<file path="src/rtl/dmem_bank_arbiter_if.sv">
// dmem_bank_arbiter_if: core-side and bank-side buses of the data-memory bank arbiter
interface dmem_bank_arbiter_if #(
  parameter int ADDR_W = 32,
  parameter int DATA_W = 32,
  parameter int BANK_AW = 10,
  parameter int CNT_W = 16
);
  logic [3:0] core_rd, core_wr, core_stall, core_rvalid, bank_en, bank_we;
  logic [4*ADDR_W-1:0] core_addr;
  logic [4*DATA_W-1:0] core_wdata, core_rdata, bank_wdata, bank_rdata;
  logic [4*BANK_AW-1:0] bank_addr;
  logic [4*CNT_W-1:0] conflict_cnt;
  modport slave (
    input core_rd, core_wr, core_addr, core_wdata, bank_rdata,
    output core_stall, core_rdata, core_rvalid, bank_en, bank_we, bank_addr, bank_wdata, conflict_cnt
  );
  modport master (
    output core_rd, core_wr, core_addr, core_wdata, bank_rdata,
    input core_stall, core_rdata, core_rvalid, bank_en, bank_we, bank_addr, bank_wdata, conflict_cnt
  );
endinterface

</file>
<file path="src/rtl/dmem_bank_arbiter.sv">
// dmem_bank_arbiter: word-interleaved 4-core to 4-bank data arbiter with per-bank round-robin
module dmem_bank_arbiter #(
  parameter int ADDR_W = 32,
  parameter int DATA_W = 32,
  parameter int BANK_AW = 10,
  parameter int CNT_W = 16
) (
  input logic clk,
  input logic rst,
  dmem_bank_arbiter_if.slave bus
);
  logic [3:0] req, grant, gv, pend_v;
  logic [1:0] sel [4];
  logic [3:0] breq [4];
  logic [1:0] rr_ptr [4], gidx [4], pend_core [4];
  logic [CNT_W-1:0] cnt [4];
  always_comb begin
    req = bus.core_rd | bus.core_wr;
    for (int c = 0; c < 4; c++) sel[c] = bus.core_addr[c*ADDR_W+2 +: 2];
    bus.core_rvalid = '0;
    bus.core_rdata = '0;
    for (int b = 0; b < 4; b++) begin
      for (int c = 0; c < 4; c++) breq[b][c] = req[c] && sel[c] == 2'(b);
      gv[b] = 1'b0;
      gidx[b] = '0;
      // scan from the far end so the requester closest to rr_ptr wins; grants are held off in reset
      for (int k = 3; k >= 0; k--)
        if (breq[b][rr_ptr[b]+2'(k)]) begin
          gv[b] = rst;
          gidx[b] = rr_ptr[b] + 2'(k);
        end
      bus.bank_en[b] = gv[b];
      bus.bank_we[b] = gv[b] & bus.core_wr[gidx[b]];
      bus.bank_addr[b*BANK_AW +: BANK_AW] = gv[b] ? bus.core_addr[gidx[b]*ADDR_W+4 +: BANK_AW] : '0;
      bus.bank_wdata[b*DATA_W +: DATA_W] = gv[b] ? bus.core_wdata[gidx[b]*DATA_W +: DATA_W] : '0;
      bus.conflict_cnt[b*CNT_W +: CNT_W] = cnt[b];
      if (pend_v[b]) begin
        bus.core_rvalid[pend_core[b]] = 1'b1;
        bus.core_rdata[pend_core[b]*DATA_W +: DATA_W] = bus.bank_rdata[b*DATA_W +: DATA_W];
      end
    end
    for (int c = 0; c < 4; c++) grant[c] = gv[sel[c]] && gidx[sel[c]] == 2'(c);
    bus.core_stall = req & ~grant;
  end
  always_ff @(posedge clk or negedge rst)
    if (!rst) begin
      pend_v <= '0;
      for (int b = 0; b < 4; b++) begin
        rr_ptr[b] <= '0;
        pend_core[b] <= '0;
        cnt[b] <= '0;
      end
    end else begin
      for (int b = 0; b < 4; b++) begin
        if (gv[b]) rr_ptr[b] <= gidx[b] + 2'd1;
        pend_v[b] <= gv[b] & ~bus.core_wr[gidx[b]];
        pend_core[b] <= gidx[b];
        if ($countones(breq[b]) > 1 && ~&cnt[b]) cnt[b] <= cnt[b] + 1'b1;
      end
    end
endmodule

</file>
<file path="src/flat_wrapper.sv">
// flat-port wrapper written by rule: the top's interface ports become plain ports
module dmem_bank_arbiter_flat 
#(
  parameter int ADDR_W = 32,
  parameter int DATA_W = 32,
  parameter int BANK_AW = 10,
  parameter int CNT_W = 16
)
  (clk, rst, bus_core_rd, bus_core_wr, bus_core_addr, bus_core_wdata, bus_bank_rdata, bus_core_stall, bus_core_rdata, bus_core_rvalid, bus_bank_en, bus_bank_we, bus_bank_addr, bus_bank_wdata, bus_conflict_cnt);
  dmem_bank_arbiter_if #(.ADDR_W(ADDR_W), .DATA_W(DATA_W), .BANK_AW(BANK_AW), .CNT_W(CNT_W)) bus_i ();
  input logic clk;
  input logic rst;
  input wire logic [$bits(bus_i.core_rd)-1:0] bus_core_rd;
  input wire logic [$bits(bus_i.core_wr)-1:0] bus_core_wr;
  input wire logic [$bits(bus_i.core_addr)-1:0] bus_core_addr;
  input wire logic [$bits(bus_i.core_wdata)-1:0] bus_core_wdata;
  input wire logic [$bits(bus_i.bank_rdata)-1:0] bus_bank_rdata;
  output wire logic [$bits(bus_i.core_stall)-1:0] bus_core_stall;
  output wire logic [$bits(bus_i.core_rdata)-1:0] bus_core_rdata;
  output wire logic [$bits(bus_i.core_rvalid)-1:0] bus_core_rvalid;
  output wire logic [$bits(bus_i.bank_en)-1:0] bus_bank_en;
  output wire logic [$bits(bus_i.bank_we)-1:0] bus_bank_we;
  output wire logic [$bits(bus_i.bank_addr)-1:0] bus_bank_addr;
  output wire logic [$bits(bus_i.bank_wdata)-1:0] bus_bank_wdata;
  output wire logic [$bits(bus_i.conflict_cnt)-1:0] bus_conflict_cnt;
  assign bus_i.core_rd = bus_core_rd;
  assign bus_i.core_wr = bus_core_wr;
  assign bus_i.core_addr = bus_core_addr;
  assign bus_i.core_wdata = bus_core_wdata;
  assign bus_i.bank_rdata = bus_bank_rdata;
  assign bus_core_stall = bus_i.core_stall;
  assign bus_core_rdata = bus_i.core_rdata;
  assign bus_core_rvalid = bus_i.core_rvalid;
  assign bus_bank_en = bus_i.bank_en;
  assign bus_bank_we = bus_i.bank_we;
  assign bus_bank_addr = bus_i.bank_addr;
  assign bus_bank_wdata = bus_i.bank_wdata;
  assign bus_conflict_cnt = bus_i.conflict_cnt;
  dmem_bank_arbiter #(.ADDR_W(ADDR_W), .DATA_W(DATA_W), .BANK_AW(BANK_AW), .CNT_W(CNT_W)) u_core (.clk(clk), .rst(rst), .bus(bus_i));
endmodule
</file>
<file path="config.mk">
export PLATFORM = sky130hd
export DESIGN_NAME = dmem_bank_arbiter_flat
export DESIGN_NICKNAME = d
export VERILOG_FILES = /design/src/rtl/dmem_bank_arbiter_if.sv /design/src/rtl/dmem_bank_arbiter.sv /design/src/flat_wrapper.sv
export SDC_FILE = /design/constraint.sdc
export NUM_CORES = 1
export LEC_CHECK = 0
export CORE_AREA = 2 2 303 305
export CTS_BUF_LIST = sky130_fd_sc_hd__clkbuf_4 sky130_fd_sc_hd__clkbuf_8
export DETAILED_ROUTE_END_ITERATION = 10
export DIE_AREA = 0 0 305 307
export PLACE_DENSITY = 0.36
export SYNTH_ARGS = -nofsm -noshare
export SYNTH_HDL_FRONTEND = slang
export SYNTH_SLANG_ARGS = --single-unit
</file>
<file path="constraint.sdc">
create_clock -name clk -period 5.55 [get_ports clk]
set_input_delay 1.11 -clock clk [delete_from_list [all_inputs] [get_ports clk]]
set_output_delay 1.11 -clock clk [all_outputs]
set_load 0.02 [all_outputs]
</file>
; After elaboration in Yosys (flattened, before gate mapping)
; Cells that the tools add are included.
[totals]
register_bits = 84
latchBits = 0
mem_bits_rw = 0
mem_bits_ro = 0
input_bits = 394
out_inout_bits = 376
wordCells = 307
memories = 0
[classes]
n_addsub = 40
multipliers = 0
div_mod_pow = 0
n_lt_le_gt_ge = 40
n_eq_ne = 15
shift = 16
n_mux = 119
n_bitwise = 23
reduce_logical = 41
[op_table]
columns = cell, count
row1 = 128-bit two-way mux, 4
row2 = "32-bit by 34-bit variable shift with 128-bit output, first input constant", 4
row3 = 128-bit by 33-bit indexed part select with 10-bit output, 4
row4 = 128-bit by 8-bit indexed part select with 32-bit output, 4
row5 = 32-bit by 34-bit indexed part select with 128-bit output, 4
row6 = 128-bit bitwise mux, 3
row7 = 7-bit negator with 34-bit output, 4
row8 = 32-bit adder, 4
row9 = 128-bit AND, 1
row10 = "32-bit by 2-bit greater-than comparator with 1-bit output, second input constant", 4
row11 = 32-bit two-way mux, 4
row12 = "2-bit by 3-bit less-than comparator with 1-bit output, second input constant", 28
row13 = "16-bit by 1-bit adder with 16-bit output, second input constant", 4
row14 = 16-bit AND reduction, 4
row15 = 1-bit binary-select mux with 2-bit select, 24
row16 = 2-bit two-way mux, 24
row17 = 1-bit two-way mux, 44
row18 = 10-bit two-way mux, 4
row19 = "7-bit by 3-bit adder with 8-bit output, second input constant", 4
row20 = 1-bit logical AND, 28
row21 = "2-bit equality test, second input constant", 10
row22 = 1-bit by 1-bit adder with 2-bit output, 8
row23 = "2-bit by 1-bit adder with 2-bit output, second input constant", 8
row24 = "2-bit adder, second input constant", 8
row25 = 14 further kinds, 56

; Longest topological paths before layout
; Gate-level depths: netlist (run 1).
[logic_depth]
ltp_word = 15
ltp_mapped = 12
ltp_nobuf = 12

; Worst setup path before layout (run 1)
; OpenSTA, ideal clock, no wires.
[synth_path]
path_kind = input port to output port
from = in bus_core_addr[2]
to = out bus_bank_addr[20]
arrival_time_ns = 3.186
required_time_ns = 4.440
setup_slack_ns = 1.254
cell_stages = 9
path_buffers = 3
cell_sequence = buf_2 -> nand2b_1 -> nor2_1 -> o41ai_2 -> inv_2 -> clkbuf_1 -> clkbuf_1 -> o221ai_1 -> a31oi_1
[synth_between]
elab_cells_between_ends = 21
cone_classes = 1 x add/sub / 1 x eq/ne / 1 x shift / 17 x mux / 1 x reduce/logical
[synth_lines]
columns = item, line_no
row1 = from (decl), flat_wrapper.sv:15  ; input wire logic [$bits(bus_i.core_addr)-1:0] bus_core_addr;
row2 = 2-bit equality test (*), dmem_bank_arbiter.sv:23  ; for (int c = 0; c < 4; c++) breq[b][c] = req[c] && sel[c] == 2'(b);
row3 = 1-bit logical AND (*), dmem_bank_arbiter.sv:23
row4 = 1-bit binary-select mux with 2-bit select, dmem_bank_arbiter.sv:28  ; if (breq[b][rr_ptr[b]+2'(k)]) begin
row5 = 1-bit two-way mux (not written as such), dmem_bank_arbiter.sv:28
row6 = 1-bit two-way mux (3 in a row), dmem_bank_arbiter.sv:28
row7 = 1-bit two-way mux (*), dmem_bank_arbiter.sv:28
row8 = net bus_bank_en[2], flat_wrapper.sv:21  ; output wire logic [$bits(bus_i.bank_en)-1:0] bus_bank_en;
row9 = 10-bit two-way mux (*), dmem_bank_arbiter.sv:34  ; bus.bank_addr[b*BANK_AW +: BANK_AW] = gv[b] ? bus.core_addr[gidx[b]*ADDR_W+4 +: BANK_AW] : '0;
row10 = to (decl), flat_wrapper.sv:23  ; output wire logic [$bits(bus_i.bank_addr)-1:0] bus_bank_addr;
; The timed path passes the listed nets; every way through them passes the cells marked *. The select of a mux whose other input is x is not followed.

; Worst setup path after layout (run 1)
[layout_path]
from = in bus_core_wr[1]
to = out bus_bank_wdata[51]
[layout_between]
elab_chain_cells = 10
elab_cells_between_ends = 20
cone_classes = 1 x shift / 17 x mux / 1 x bitwise / 1 x reduce/logical
[layout_lines]
columns = item, line_no
row1 = from (decl), flat_wrapper.sv:14  ; input wire logic [$bits(bus_i.core_wr)-1:0] bus_core_wr;
row2 = 4-bit OR (*), dmem_bank_arbiter.sv:18  ; req = bus.core_rd | bus.core_wr;
row3 = 1-bit logical AND (*), dmem_bank_arbiter.sv:23
row4 = 1-bit binary-select mux with 2-bit select, dmem_bank_arbiter.sv:28
row5 = 1-bit two-way mux (not written as such), dmem_bank_arbiter.sv:28
row6 = 2-bit two-way mux (4 in a row), dmem_bank_arbiter.sv:28
row7 = 128-bit by 8-bit indexed part select with 32-bit output, dmem_bank_arbiter.sv:35  ; bus.bank_wdata[b*DATA_W +: DATA_W] = gv[b] ? bus.core_wdata[gidx[b]*DATA_W +: DATA_W] : '0;
row8 = 32-bit two-way mux (*), dmem_bank_arbiter.sv:35
row9 = to (decl), flat_wrapper.sv:24  ; output wire logic [$bits(bus_i.bank_wdata)-1:0] bus_bank_wdata;
; Mark *: on every way between the ends. The rest lies on a longest branch, timed or not. The select of a mux whose other input is x is not followed.

==> impl_metrics.tcl, run 1 <==
set metrics [dict create \
    outcome "completed" \
    first_pass_iters 5 \
    cts_hold_buf 0 \
    clockPowerShare 0.112 \
    async_reset_ff_frac 1.00 \
    cp-start-kind "input port" \
    crit_fanout 11 \
    layout_worst_path_cycle_share 0.979 \
    fin_setup_tns_ns 0 \
    reg2reg_from "u_core.rr_ptr[5]" \
    avgSynthCellArea_um2 6.56 \
    combPwrFrac 0.670 \
    rsz0062_at_grt "no" \
    finalSetupViolCount 0 \
    instances_no_fill 3916 \
    rows 111 \
    io_pins 770 \
    period_minus_slack_ns 5.43 \
    syn_inst 2079 \
    drtIter0Drc 1667 \
    p_int_mw 2.00 \
    reg2reg_depth 7 \
    cap_violations 0 \
    cts.sinks 84 \
    synthDistinctLibCells 80 \
    die_w_um 305 \
    grt_max_degree 65 \
    hold_end "u_core.bus.conflict_cnt[11]" \
    die-area_um2 93600 \
    crit_chain "clkdlybuf4s50_1, o21ai_0, nand2b_1, a211o_1, a22oi_2, buf_12, buf_12, mux2i_1, a221oi_1, clkdlybuf4s50_1" \
    grt_pass1_vias 20300 \
    worst-setup-path-type "input port to output pin" \
    initial_utilization 0.150 \
    numCtsBuffers 9 \
    drv_slew 0 \
    via_count 20400 \
    reg2reg_slack_ns 3.04 \
    power_density_nw_per_um2 174 \
    root_buffer "clkbuf_8" \
    drc_errors 0 \
    tightest_slew_ns 0.853 \
    path_clk_slew_ns 0.09 \
    htreeDepth 3 \
    dpl.cell_count 3892 \
    clockBufferDepth 2 \
    grt-ovfl-total 0 \
    dp_slack_ns 0.0585 \
    skew_ns 0.0131 \
    grt_pass1_wl_um 153000 \
    ys_ff_latch 84 \
    portBuffers 689 \
    synth_flop_cell "dfrtp_1" \
    leakage_nw 8.37 \
    cp-end-kind "output pin" \
    critical_path_arrival_ns 4.32 \
    syn_nets 2514 \
    core_um2 90700 \
    critPathMaxStageDelay_ns 0.69 \
    critPathSlowestCell "clkdlybuf4s50_1" \
    netlist_area_um2 13600 \
    final_cell_mix "671 x clkdlybuf4s50_1, 439 x nand2_1, 164 x o21ai_0" \
    max_freq_ghz 0.184 \
    syn_to_final_growth_pct 69.8 \
    wirelength_um 110000 \
    final_common_cell "clkdlybuf4s50_1" \
    seq_area_frac_synth 0.154 \
    cts_tree "yes" \
    synth-edff-count 0 \
    relSlewSlack 0.431 \
    layout_setup_ws_ns 0.119 \
    ir_worst_vdd_uv 87.5 \
    switching_share 0.503 \
    num-nets-final 3154 \
    die_h_um 307 \
    wl_per_cell_um 28.1 \
    track_usage 0.222 \
    hold_viol 0 \
    antenna_found_initial 22 \
    hp-class "flop to flop" \
    critPathBufInv 4 \
    gp_congestion 0.891 \
    drive_gt1_frac 0.0881 \
    hpwlAfterDp_um 79600 \
    ys.warnings.count 0 \
    switchingPower_mw 2.03 \
    seq_power_share 0.217 \
    timing.rr.end "u_core.pend_v[1]" \
    holdPathStages 1 \
    clk_latency_ns 0.41 \
    postRouteAntennaNets 0 \
    avgViaCountPerCell 5.22 \
    path_delay_family "buffers and inverters" \
    hp-start "u_core.bus.conflict_cnt[11]" \
    worstPathRequired_ns 4.44 \
]
-- state kept, by name, indices dropped and copies added (netlist names) --
| signal | count |
|---|---|
| u_core.bus.conflict_cnt | 64 |
| u_core.pend_core | 8 |
| u_core.pend_v | 4 |
| u_core.rr_ptr | 8 |
-- layout make-up --
type	instances	area [um^2]
Antenna cell	6	15.0
Inverter	67	254
Fill cell	9932	67500
Clock inverter	6	48.8
Clock buffer	10	131
Sequential cell	84	2100
Multi-Input combinational cell	1732	10700
Timing Repair Buffer	825	8440
Tap cell	1186	1480
-- per-layer routing --
| metal | routed length [um] | GRT usage | part of all wire |
|---|---|---|---|
| met4 | 3250 | 0.0623 | 0.030 |
| met5 | 52 | 0 | 0.00047 |
| met1 | 42700 | 0.258 | 0.39 |
| met2 | 53600 | 0.393 | 0.49 |
| met3 | 10400 | 0.0636 | 0.094 |
-- repair_timing --
action,4_1_cts,5_1_grt
gates resized for setup,0,7
setup buffers,0,2
hold endpoints to repair,0,0
endpoints found under the setup margin,0,33
-- cell usage after synthesis (all sizes together), types with 38 or more instances --
cell / number / area [um^2]
nand2: 440 / 1650
o21ai: 200 / 1010
clkbuf: 169 / 634
nor2: 155 / 587
a22oi: 133 / 998
a21oi: 130 / 651
o221ai: 125 / 1110
a31oi: 119 / 744
dfrtp: 84 / 2100
inv: 66 / 248
mux2i: 45 / 450
nor3: 38 / 201
-- power groups by stage --
stage	Combinational, mW	Sequential [mW]	Clock, mW
floorplan	1.09	0.904	0
global route	2.84	0.894	0.502
finish	2.70	0.875	0.452
CTS	2.69	0.874	0.484
global placement	2.67	0.879	0
detailed placement	2.67	0.884	0
-- how the worst max path moves through the flow --
stage	from	endpoint	slack [ns]	depth (start not counted)
final	bus_core_wr[1]	bus_bank_wdata[51]	0.12	10
after global routing	bus_core_wr[1]	bus_bank_addr[15]	0.008	10
after global placement	bus_core_wr[0]	bus_bank_wdata[74]	0.07	11
after CTS	bus_core_addr[3]	bus_bank_wdata[107]	0.03	8
after detailed placement	bus_core_addr[3]	bus_bank_wdata[107]	0.06	8
after floorplan	bus_core_addr[2]	bus_bank_addr[20]	1.25	9
-- per-stage QoR --
step	util	cell area (um^2)	power (mW)	hold slack [ns]
after floorplan	-	13600	1.99	0.589
after global placement	0.253	22900	3.55	0.485
after detailed placement	0.253	22900	3.56	0.476
after CTS	0.255	23100	4.05	0.492
after global routing	0.255	23200	4.24	0.515
final	0.255	23200	4.03	0.485
-- logic make-up after synthesis --
logic type                 after synthesis  synth area share
and+or+nand+nor                        740             0.230
muxes                                   55            0.0462
xor gates and xnor gates                55            0.0353
buffers and inverters                  263            0.0763
adders and majority gates               41            0.0398
AOI/OAI and AO/OA                      841             0.418
DFF                                     84             0.154
Power figures use the tool's default switching activity.
==> run 2: changes to the inputs <==
Settings changed: CAP_MARGIN set to 20, PLACE_DENSITY 0.36 to unset, PLACE_DENSITY_LB_ADDON set to 0.15.
==> impl_metrics.tcl, run 2 (same netlist as run 1, synthesis figures left out) <==
set metrics [dict create \
    dpl.cell_count 3885 \
    drtIter0Drc 1889 \
    hold_viol 0 \
    final_common_cell "clkdlybuf4s50_1" \
    critPathMaxStageDelay_ns 0.70 \
    critical_path_arrival_ns 4.35 \
    skew_ns 0.00774 \
    cap_violations 0 \
    gp_congestion 0.895 \
    syn_to_final_growth_pct 69.1 \
    path_delay_family "buffers and inverters" \
    leakage_nw 8.35 \
    grt-ovfl-total 0 \
    path_clk_slew_ns 0.09 \
    hold_end "u_core.bus.conflict_cnt[43]" \
    io_pins 770 \
    layout_worst_path_cycle_share 0.984 \
    final_util 0.254 \
    hp-start "u_core.bus.conflict_cnt[43]" \
    critPathSlowestCell "clkdlybuf4s50_1" \
    rows 111 \
    avgViaCountPerCell 5.17 \
    cts_hold_buf 0 \
    max_freq_ghz 0.183 \
    rsz0062_at_grt "no" \
    instances_no_fill 3918 \
    antenna_found_initial 19 \
    numCtsBuffers 9 \
    first_pass_iters 5 \
    relSlewSlack 0.296 \
    outcome "completed" \
    crit_chain "clkdlybuf4s50_1, o211ai_2, o221ai_1, a22o_2, inv_2, buf_4, nand2_1, a31oi_1, clkdlybuf4s50_1" \
    core_um2 90700 \
    grt_pass1_vias 20600 \
    initial_utilization 0.150 \
    cts.sinks 84 \
    power_density_nw_per_um2 174 \
    final_cell_mix "675 x clkdlybuf4s50_1, 440 x nand2_1, 164 x o21ai_0" \
    largest_register_ffs 64 \
    cts_tree "yes" \
    die_w_um 305 \
    holdPathStages 1 \
    ir_worst_vdd_uv 114 \
    dpl-instance-area_um2 22700 \
    reg2reg_slack_ns 3.02 \
    critPathBufInv 4 \
    cp-start-kind "input port" \
    root_buffer "clkbuf_8" \
    fillers 9898 \
    wl_per_cell_um 26.9 \
    crit_top_cell "clkdlybuf4s50_1" \
    drive_gt1_frac 0.0878 \
    drc_errors 0 \
    crit_fanout 12 \
    clockBufferDepth 2 \
    num-nets-final 3152 \
    finalSetupViolCount 0 \
    grt_max_degree 66 \
    worst-setup-path-type "input port to output pin" \
    reg2reg_depth 9 \
    hpwlAfterDp_um 77100 \
    p_total_mw 4.02 \
    clk_latency_ns 0.39 \
    via_count 20300 \
    die_h_um 307 \
    die-area_um2 93600 \
    cp-end-kind "output pin" \
    period_minus_slack_ns 5.46 \
    worstPathRequired_ns 4.44 \
    portBuffers 689 \
    postRouteAntennaNets 0 \
    grt_pass1_wl_um 149000 \
    drv_slew 0 \
    wirelength_um 106000 \
    tightest_slew_ns 1.06 \
    timing.rr.end "u_core.pend_v[1]" \
    hp-class "flop to flop" \
    final_cell_area_um2 23100 \
    reg2reg_from "u_core.rr_ptr[5]" \
    htreeDepth 3 \
    timing.hold.ws_ns 0.500 \
    track_usage 0.213 \
]
[run 2: changes by cell type in the layout (fill, tap and decap cells not counted), moves of 2 or more]
cell,previous run,this run
and2_1,15,12
and2_2,0,3
and4b_1,3,0
and4b_2,0,3
buf_12,45,33
buf_4,109,113
clkbuf_8,9,11
clkdlybuf4s50_1,671,675
diode_2,6,10
dlymetal6s2s_1,0,2
[run 2: worst max path at each step]
stage                            from                  end  depth (start not counted)
finish                 bus_core_rd[0]  bus_bank_wdata[122]                          9
CTS                 bus_core_addr[34]   bus_bank_wdata[33]                         11
global placement    bus_core_addr[34]   bus_bank_wdata[33]                         11
floorplan            bus_core_addr[2]    bus_bank_addr[20]                          9
detailed placement  bus_core_addr[34]   bus_bank_wdata[33]                         11
global route           bus_core_rd[0]  bus_bank_wdata[122]                          9
[run 2: where the power goes]
group,internal [mW],leakage (nW),switching [mW]
logic,1.10,7.14,1.55
clock network,0.233,0.106,0.256
registers,0.707,1.10,0.168
total,2.04,8.35,1.98
[run 2: layout make-up]
class                      count  area, um^2  area share
clock inverter                 5        60.1     0.00260
timing repair buffer         823        8290       0.360
sequential                    84        2100      0.0912
tap                         1186        1480      0.0644
antenna                       10        25.0     0.00109
clock buffer                  11         151     0.00657
inverter                      67         256      0.0111
multi-input combinational   1732       10700       0.464
[run 2: stage by stage]
step	setup slack [ns]	setup TNS, ns
floorplan	1.25	0
global placement	-0.0304	-0.0304
detailed placement	-0.0493	-0.0493
CTS	0.0413	0
global route	0.00800	0
finish	0.0880	0
[run 2: repair_timing]
item,4_1_cts,5_1_grt
gates resized for setup,2,9
pin swaps,0,1
buffers inserted,0,7
setup endpoints to repair,2,34
[run 2: layer usage]
layer / vias to the layer above / part of all wire / track usage
li1: 9072 / - / -
met1: 9736 / 0.38 / 0.247
met2: 1207 / 0.49 / 0.375
met3: 228 / 0.090 / 0.0584
met4: 8 / 0.034 / 0.0776
met5: - / 0.00052 / 0
==> run 3: changes to the inputs <==
Settings changed: PLACE_DENSITY_LB_ADDON 0.15 to unset.
==> impl_metrics.tcl, run 3 (same netlist as run 1, synthesis figures left out) <==
set metrics [dict create \
    grt-ovfl-total 0 \
    die_h_um 307 \
    fillers 9939 \
    cts.sinks 84 \
    crit_fanout 34 \
    gp_congestion 0.913 \
    numCtsBuffers 9 \
    critPathMaxStageDelay_ns 0.71 \
    core_um2 90700 \
    die-area_um2 93600 \
    clk_latency_ns 0.40 \
    cts_setup_buffers 0 \
    largest_register_ffs 64 \
    fin_setup_tns_ns 0 \
    worstPathRequired_ns 4.44 \
    final_common_cell "clkdlybuf4s50_1" \
    syn_to_final_growth_pct 69.1 \
    drtIter0Drc 2528 \
    grt_pass1_vias 19800 \
    cts_tree "yes" \
    wirelength_um 103000 \
    outcome "completed" \
    via_count 20800 \
    worst-setup-path-type "input port to output pin" \
    leakage_nw 8.40 \
    antenna_found_initial 22 \
    power_density_nw_per_um2 173 \
    relSlewSlack 0.262 \
    grt_use_met1 0.257 \
    rows 111 \
    period_minus_slack_ns 5.55 \
    skew_ns 0.0216 \
    met3_usage 0.0560 \
    layout_worst_path_cycle_share 1.00 \
    instances_no_fill 3910 \
    wl_per_cell_um 26.4 \
    critical_path_arrival_ns 4.44 \
    postRouteAntennaNets 0 \
    grt_pass1_wl_um 146000 \
    drv_slew 0 \
    p_total_mw 3.99 \
    hold_viol 0 \
    root_buffer "clkbuf_8" \
    track_usage 0.208 \
    crit_chain "clkdlybuf4s50_1, o21ai_0, nand2b_1, a211o_1, a22oi_2, clkbuf_16, mux2i_1, a221oi_1, clkdlybuf4s50_1" \
    clockBufferDepth 2 \
    max_freq_ghz 0.180 \
    io_pins 770 \
    first_pass_iters 6 \
    hp-class "flop to flop" \
    rsz0062_at_grt "no" \
    grt_max_degree 66 \
    path_clk_slew_ns 0.08 \
    finalSetupViolCount 0 \
    dpl.cell_count 3881 \
    die_w_um 305 \
    cap_violations 0 \
    drc_errors 0 \
    use_met2 0.344 \
    critPathSlowestCell "clkdlybuf4s50_1" \
    cp-start-kind "input port" \
    hpwlAfterDp_um 76500 \
    num-nets-final 3141 \
    crit_top_cell "clkdlybuf4s50_1" \
    reg2reg_slack_ns 2.99 \
    avgViaCountPerCell 5.32 \
    tightest_slew_ns 1.10 \
    drive_gt1_frac 0.0956 \
    initial_utilization 0.150 \
    ir_worst_vdd_uv 123 \
    final_cell_mix "645 x clkdlybuf4s50_1, 438 x nand2_1, 165 x o21ai_0" \
    portBuffers 689 \
    cp-end-kind "output pin" \
    htreeDepth 3 \
    top_usage_layer "met2" \
]
## run 3: final timing paths
check | startpoint | end | depth (start not counted)
max | bus_core_wr[1] | bus_bank_wdata[57] | 9
min | u_core.bus.conflict_cnt[5] | u_core.bus.conflict_cnt[5] | 1
max reg2reg | u_core.rr_ptr[5] | u_core.pend_v[1] | 8
min reg2reg | u_core.bus.conflict_cnt[5] | u_core.bus.conflict_cnt[5] | 1
max in group asynchronous | rst | u_core.bus.conflict_cnt[5] | 2
min in group asynchronous | rst | u_core.rr_ptr[4] | 1
## run 3: per-layer routing
metal	wire length (um)	up-vias	share of wire
li1	-	9071	-
met1	40200	9851	0.39
met2	48100	1578	0.47
met3	11000	308	0.11
met4	4040	6	0.039
met5	47	-	0.00045
## run 3: final cells by class
cell class / instances / area, um^2 / share of cell area
clock inverter: 6 / 71.3 / 0.00309
antenna: 14 / 35.0 / 0.00152
clock buffer: 9 / 124 / 0.00537
sequential: 84 / 2100 / 0.0912
inverter: 67 / 251 / 0.0109
tap: 1186 / 1480 / 0.0644
timing repair buffer: 812 / 8300 / 0.360
multi-input combinational: 1732 / 10700 / 0.464
## run 3: critical path, delay by kind of cell
family                 cells  cell delay (ns)
buffers and inverters      3             1.70
AO/OA/AOI/OAI              4             1.20
AND/OR/NAND/NOR            1             0.21
multiplexers               1             0.12
## run 3: power breakdown
group | total, mW | switching [mW] | internal (mW)
registers | 0.866 | 0.160 | 0.707
clock network | 0.490 | 0.279 | 0.212
logic | 2.63 | 1.53 | 1.10
total | 3.99 | 1.97 | 2.02
## run 3: per-stage QoR
step / hold slack [ns] / cell area (um^2) / setup slack (ns) / util
6_report: 0.489 / 23100 / 0.00255 / 0.254
5_1_grt: 0.506 / 23000 / 0.0168 / 0.254
4_1_cts: 0.493 / 23000 / 0.00274 / 0.253
3_5_place_dp: 0.478 / 22800 / 0.0363 / 0.251
3_3_place_gp: 0.473 / 22800 / 0.0571 / 0.251
2_1_floorplan: 0.589 / 13600 / 1.25 / -
## run 3: timing repair
item / 4_1_cts / 5_1_grt
gates resized for setup: 0 / 11
endpoints found under the setup margin: 0 / 40
hold buffers: 0 / 0
